`src/rtl/value_accumulator_pkg.sv`:
```
// -----------------------------------------------------------------------------
// value_accumulator_pkg
// Shared constants and types for the value accumulator.
//   THRESHOLD      : a group sum strictly above this value raises o_over
//   DATA_WIDTH_DEF : width of the upstream operand stream
//   state_t        : two-state control FSM encoding (ACCUM, EMIT)
// -----------------------------------------------------------------------------
package value_accumulator_pkg;

   localparam int unsigned THRESHOLD      = 32'd512;
   localparam int unsigned DATA_WIDTH_DEF = 32'd10;

   typedef enum logic {
      ACCUM = 1'b0,
      EMIT  = 1'b1
   } state_t;

endpackage : value_accumulator_pkg

```
`src/rtl/value_accumulator_add.sv`:
```
// -----------------------------------------------------------------------------
// value_accumulator_add
// Combinational ACC_WIDTH-bit adder: running accumulator plus one unsigned
// operand (zero-extended).
//   Build option VALUE_ACCUMULATOR_SAT_EN:
//     defined   -> result saturates at 2^ACC_WIDTH-1
//     undefined -> result wraps modulo 2^ACC_WIDTH
// Ports
//   a_i   in  ACC_WIDTH   current accumulator value
//   b_i   in  DATA_WIDTH  operand, unsigned
//   sum_o out ACC_WIDTH   wrapped or saturated sum
// -----------------------------------------------------------------------------
module value_accumulator_add #(
   parameter int unsigned DATA_WIDTH = 10,
   parameter int unsigned ACC_WIDTH  = 12
) (
   input  logic [ACC_WIDTH-1:0]  a_i,
   input  logic [DATA_WIDTH-1:0] b_i,
   output logic [ACC_WIDTH-1:0]  sum_o
);

`ifdef VALUE_ACCUMULATOR_SAT_EN
   // One extra bit catches the carry out; since both operands are unsigned,
   // a saturated accumulator can only stay saturated for the rest of a group.
   logic [ACC_WIDTH:0] full_s;

   // Saturating add
   always_comb begin
      full_s = {1'b0, a_i} + (ACC_WIDTH + 1)'(b_i);
      if (full_s[ACC_WIDTH]) begin
         sum_o = {ACC_WIDTH{1'b1}};
      end else begin
         sum_o = full_s[ACC_WIDTH-1:0];
      end
   end
`else
   // Wrapping add: the carry out is simply dropped
   always_comb begin
      sum_o = a_i + ACC_WIDTH'(b_i);
   end
`endif

endmodule : value_accumulator_add

```
`src/rtl/value_accumulator.sv`:
```
// -----------------------------------------------------------------------------
// value_accumulator
// Sums each group of COUNT accepted operands from a valid/ready stream and
// presents the group sum with an over-threshold flag on a registered
// valid/ready output. Accumulation and emission never overlap: the block stops
// accepting operands while a result is pending.
// Build option VALUE_ACCUMULATOR_SAT_EN selects a saturating accumulator
// (default build wraps); ports are identical in both builds.
// Ports
//   i_clk    in   1           clock, rising edge
//   i_rst_n  in   1           asynchronous active-low reset
//   i_valid  in   1           operand valid
//   o_ready  out  1           operand accepted this cycle when i_valid=1
//   i_data   in   DATA_WIDTH  operand, unsigned
//   o_valid  out  1           result valid
//   i_ready  in   1           downstream accepts the result
//   o_sum    out  ACC_WIDTH   group sum
//   o_over   out  1           o_sum > THRESHOLD
// -----------------------------------------------------------------------------
module value_accumulator #(
   parameter int unsigned DATA_WIDTH = 10,
   parameter int unsigned COUNT      = 4,
   parameter int unsigned ACC_WIDTH  = 12
) (
   input  logic                  i_clk,
   input  logic                  i_rst_n,
   input  logic                  i_valid,
   output logic                  o_ready,
   input  logic [DATA_WIDTH-1:0] i_data,
   output logic                  o_valid,
   input  logic                  i_ready,
   output logic [ACC_WIDTH-1:0]  o_sum,
   output logic                  o_over
);

   import value_accumulator_pkg::THRESHOLD;
   import value_accumulator_pkg::*;

   localparam int unsigned           CNT_W    = (COUNT > 32'd1) ? $clog2(COUNT) : 32'd1;
   localparam logic [CNT_W-1:0]      CNT_LAST = CNT_W'(COUNT - 32'd1);

   state_t                 state_q, state_d;
   logic [ACC_WIDTH-1:0]   acc_q,   acc_d;
   logic [CNT_W-1:0]       cnt_q,   cnt_d;
   logic [ACC_WIDTH-1:0]   sum_q,   sum_d;
   logic                   over_q,  over_d;
   logic [ACC_WIDTH-1:0]   add_sum_s;
   logic                   in_hs_s;

   value_accumulator_add #(
      .DATA_WIDTH (DATA_WIDTH),
      .ACC_WIDTH  (ACC_WIDTH)
   ) u_add (
      .a_i   (acc_q),
      .b_i   (i_data),
      .sum_o (add_sum_s)
   );

   // Handshake qualifiers come from registered state only, so there is no
   // combinational path from any input to o_ready / o_valid.
   assign o_ready = (state_q == ACCUM);
   assign o_valid = (state_q == EMIT);
   assign o_sum   = sum_q;
   assign o_over  = over_q;
   assign in_hs_s = i_valid & o_ready;

   // Next-state and datapath update for the ACCUM/EMIT control FSM
   always_comb begin
      state_d = state_q;
      acc_d   = acc_q;
      cnt_d   = cnt_q;
      sum_d   = sum_q;
      over_d  = over_q;
      case (state_q)
         ACCUM: begin
            if (in_hs_s) begin
               if (cnt_q == CNT_LAST) begin
                  // Last beat of the group: capture the (wrapped or
                  // saturated) result and clear the running sum.
                  sum_d   = add_sum_s;
                  over_d  = (32'(add_sum_s) > THRESHOLD);
                  acc_d   = '0;
                  cnt_d   = '0;
                  state_d = EMIT;
               end else begin
                  acc_d   = add_sum_s;
                  cnt_d   = cnt_q + CNT_W'(1);
               end
            end else begin
               state_d = ACCUM;
            end
         end
         EMIT: begin
            // o_sum / o_over are held because sum_d/over_d default to hold
            if (i_ready) begin
               state_d = ACCUM;
            end else begin
               state_d = EMIT;
            end
         end
         default: begin
            state_d = ACCUM;
            acc_d   = '0;
            cnt_d   = '0;
         end
      endcase
   end

   // State, accumulator, beat counter and output registers
   always_ff @(posedge i_clk or negedge i_rst_n) begin
      if (!i_rst_n) begin
         state_q <= ACCUM;
         acc_q   <= '0;
         cnt_q   <= '0;
         sum_q   <= '0;
         over_q  <= 1'b0;
      end else begin
         state_q <= state_d;
         acc_q   <= acc_d;
         cnt_q   <= cnt_d;
         sum_q   <= sum_d;
         over_q  <= over_d;
      end
   end

endmodule : value_accumulator

```
`config.mk`:
```
export PLATFORM = sky130hd
export DESIGN_NAME = value_accumulator
export DESIGN_NICKNAME = d
export VERILOG_FILES = /design/src/rtl/value_accumulator_pkg.sv /design/src/rtl/value_accumulator_add.sv /design/src/rtl/value_accumulator.sv
export SDC_FILE = /design/constraint.sdc
export NUM_CORES = 1
export LEC_CHECK = 0
export BUFFER_PORTS_ARGS = -buffer_cell sky130_fd_sc_hd__buf_2
export CAP_MARGIN = 20
export CORE_ASPECT_RATIO = 0.8
export CORE_UTILIZATION = 50
export CTS_CLUSTER_DIAMETER = 150
export CTS_CLUSTER_SIZE = 14
export DETAILED_ROUTE_END_ITERATION = 12
export GPL_TIMING_DRIVEN = 0
export PLACE_DENSITY = 0.72
export SLEW_MARGIN = 10
export SYNTH_ARGS = -nofsm -noshare
export SYNTH_HDL_FRONTEND = slang
export SYNTH_HIERARCHICAL = 1
export SYNTH_SLANG_ARGS = --single-unit
export TNS_END_PERCENT = 100
```
`constraint.sdc`:
```
create_clock -name i_clk -period 2.7 [get_ports i_clk]
set_input_delay 0.135 -clock i_clk [delete_from_list [all_inputs] [get_ports i_clk]]
set_output_delay 0.135 -clock i_clk [all_outputs]
set_load 0.005 [all_outputs]
```
==> results.sh <==
export IMPL_die_h_um=54.0
export IMPL_crit_fanout=4
export IMPL_ys_seq_elements=28
export IMPL_slew_headroom=0.588
export IMPL_hold_slack_ns=0.0296
export IMPL_gp_congestion=0.848
export IMPL_crit_type="reg -> reg"
export IMPL_power_leakage_nw=1.01
export IMPL_synth_edf_count=0
export IMPL_row_count=18
export IMPL_design_area_um2=2060
export IMPL_vdd_drop_max_mv=0.658
export IMPL_dieArea_um2=3610
export IMPL_worst_pin_slew_ns=0.618
export IMPL_finish_utilization=0.652
export IMPL_ys_types=38
export IMPL_hold_class="in -> reg"
export IMPL_ys_seq_area_frac=0.415
export IMPL_fill_cells=273
export IMPL_antennaDiodeCount=0
export IMPL_syn_num_nets=185
export IMPL_layout_common_cells="buf_2 (31), dfrtp_1 (28), o21ai_0 (15), nand2b_1 (15), nand2_1 (15)"
export IMPL_avgSynthCellArea_um2=10.6
export IMPL_setup_violations=0
export IMPL_initial_core_util=0.535
export IMPL_grt_max_degree=29
export IMPL_drc=0
export IMPL_clockRootBuffer="clkbuf_8"
export IMPL_cts_buffers=3
export IMPL_max_freq_ghz=0.387
export IMPL_endpoint_kind="flop"
export IMPL_io_pin_count=29
export IMPL_crit_arrival_ns=2.75
export IMPL_status="completed"
export IMPL_dpl_worst_slack_ns=-0.142
export IMPL_drt_pre_antenna_iters=4
export IMPL_synthCells=159
export IMPL_cap_violations=0
export IMPL_required_ns=2.86
export IMPL_grt_first_pass_wirelength_um=6080
export IMPL_cts_buffer_depth=2
export IMPL_finalWorstSetupSlack_ns=0.113
export IMPL_finClkSkew_ns=0.00493
export IMPL_synth_area_leaders="dfrtp_1 (42%), ha_1 (8.2%), mux2_4 (6.2%)"
export IMPL_ys_warn_count=6
export IMPL_routed_wl_um=3730
export IMPL_htreeDepth=1
export IMPL_start_kind="flop"
export IMPL_drtIter0Drc=34
export IMPL_finalPower_mw=2.68
export IMPL_synth_largest_area_cell="dfrtp_1"
export IMPL_area_growth_pct=21.8
export IMPL_gr_usage_all_layers=0.235
export IMPL_antenna_found_initial=0
export IMPL_ant_nets=0
export IMPL_viasPerCell=5.61
export IMPL_die_w_um=67.0
export IMPL_ys_async_sr_fraction=1.00
export IMPL_nNetsFinal=225
export IMPL_dp_cells=227
export IMPL_stdcell_count=238
export IMPL_fin_crit_sh=0.958
export IMPL_clock_latency_ns=0.28
export IMPL_drv_slew=0
export IMPL_post_drt_wl_per_cell_um=15.7
export IMPL_fin_tns_setup_ns=0
export IMPL_syn_area_um2=1690
export IMPL_dp_hpwl_um=2690
export IMPL_synth_top_area_frac=0.415
export IMPL_vias=1334
export IMPL_clkSinkCount=28
export IMPL_hold_viol=0
export IMPL_layout_drive_gt1_share=0.333
export IMPL_synthFlopType="dfrtp_1"
export IMPL_grt_pass1_vias=1301
export IMPL_layout_commonest_cell="buf_2"
export IMPL_placed_cell_area_um2=1880
export IMPL_port_buffers=28
export IMPL_grt_overflow=0
export IMPL_cts_tree="yes"
export IMPL_core_um2=3150
export IMPL_min_period_ns=2.59
export IMPL_cts_reportedPaths_clkPinSlew_ns=0.10
export IMPL_pwr_density_cell_nw_per_um2=1300
==> per-layer routing <==
metal | GRT usage | vias to the layer above | wire length, µm
met1 | 0.282 | 639 | 1730
met5 | 0 | - | 0
li1 | - | 660 | -
met4 | 0.0603 | 0 | 40
met2 | 0.434 | 29 | 1820
met3 | 0.0445 | 6 | 137
==> worst max-delay path, stage by stage, from the launching register on <==
cell,delay (ns)
dfrtp_1,0.42
ha_4,0.18
fa_2,0.36
a21o_1,0.23
a221oi_4,0.29
nor3_2,0.06
or3_4,0.42
nor4_4,0.28
a31o_2,0.18
o21ai_0,0.06
==> power by group <==
group	leakage (nW)	internal [mW]	total [mW]	switching [mW]
logic	0.630	0.780	1.59	0.808
clock network	0.0357	0.199	0.333	0.135
registers	0.343	0.628	0.757	0.129
==> path summary, 6_finish.rpt <==
| check | to | start | cells after the start | slack, ns |
|---|---|---|---|---|
| worst min register to register | o_over | o_over | 2 | 0.48 |
| worst max-delay path | o_over | acc_q[0] | 9 | 0.11 |
| worst max register to register | o_over | acc_q[0] | 9 | 0.11 |
| max in group asynchronous | o_over | i_rst_n | 2 | 1.89 |
| worst min-delay path | o_valid | i_ready | 2 | 0.03 |
| min in group asynchronous | acc_q[6] | i_rst_n | 2 | 0.40 |
==> cells in the mapped netlist, types with 2 or more instances <==
library cell,n
mux2_4,7
nand3_1,2
a21o_1,6
o211ai_1,2
ha_1,11
nor3_1,5
mux2_2,6
nand2b_1,15
a21oi_1,9
dfrtp_1,28
o21ai_0,15
and3_1,2
nor4_1,2
xnor2_1,5
xor2_1,3
inv_1,3
buf_2,3
nand2_1,15
==> layout make-up <==
type,instances,area (µm²),area share
multi-input combinational,123,997,0.485
sequential,28,701,0.341
timing repair buffer,35,195,0.0949
tap,40,50.0,0.0243
clock buffer,3,41.3,0.0201
clock inverter,1,30.0,0.0146
buffer,5,30.0,0.0146
inverter,3,11.3,0.00548
==> sequential cells by signal, summed over array words and instances, names as in the netlist <==
name	count
acc_q	12
cnt_q	2
o_over	1
o_sum	12
o_valid	1
==> cells by family after synthesis <==
kind of cell | after synthesis | share of synthesized area
buf+inv | 8 | 0.0245
xor+xnor | 8 | 0.0415
fa+ha+maj | 12 | 0.0934
flops | 28 | 0.415
simple gates | 49 | 0.167
mux | 13 | 0.102
compound gates | 41 | 0.156
==> repair_timing <==
item / 4_1_cts / 5_1_grt
gates resized for setup: 4 / 4
pin swaps: 2 / 8
hold buffers: 1 / 0
setup buffers: 1 / 5
hold endpoints to repair: 28 / 0
endpoints found under the setup margin: 1 / 1
Note: power is estimated with default switching activity, not from simulation.
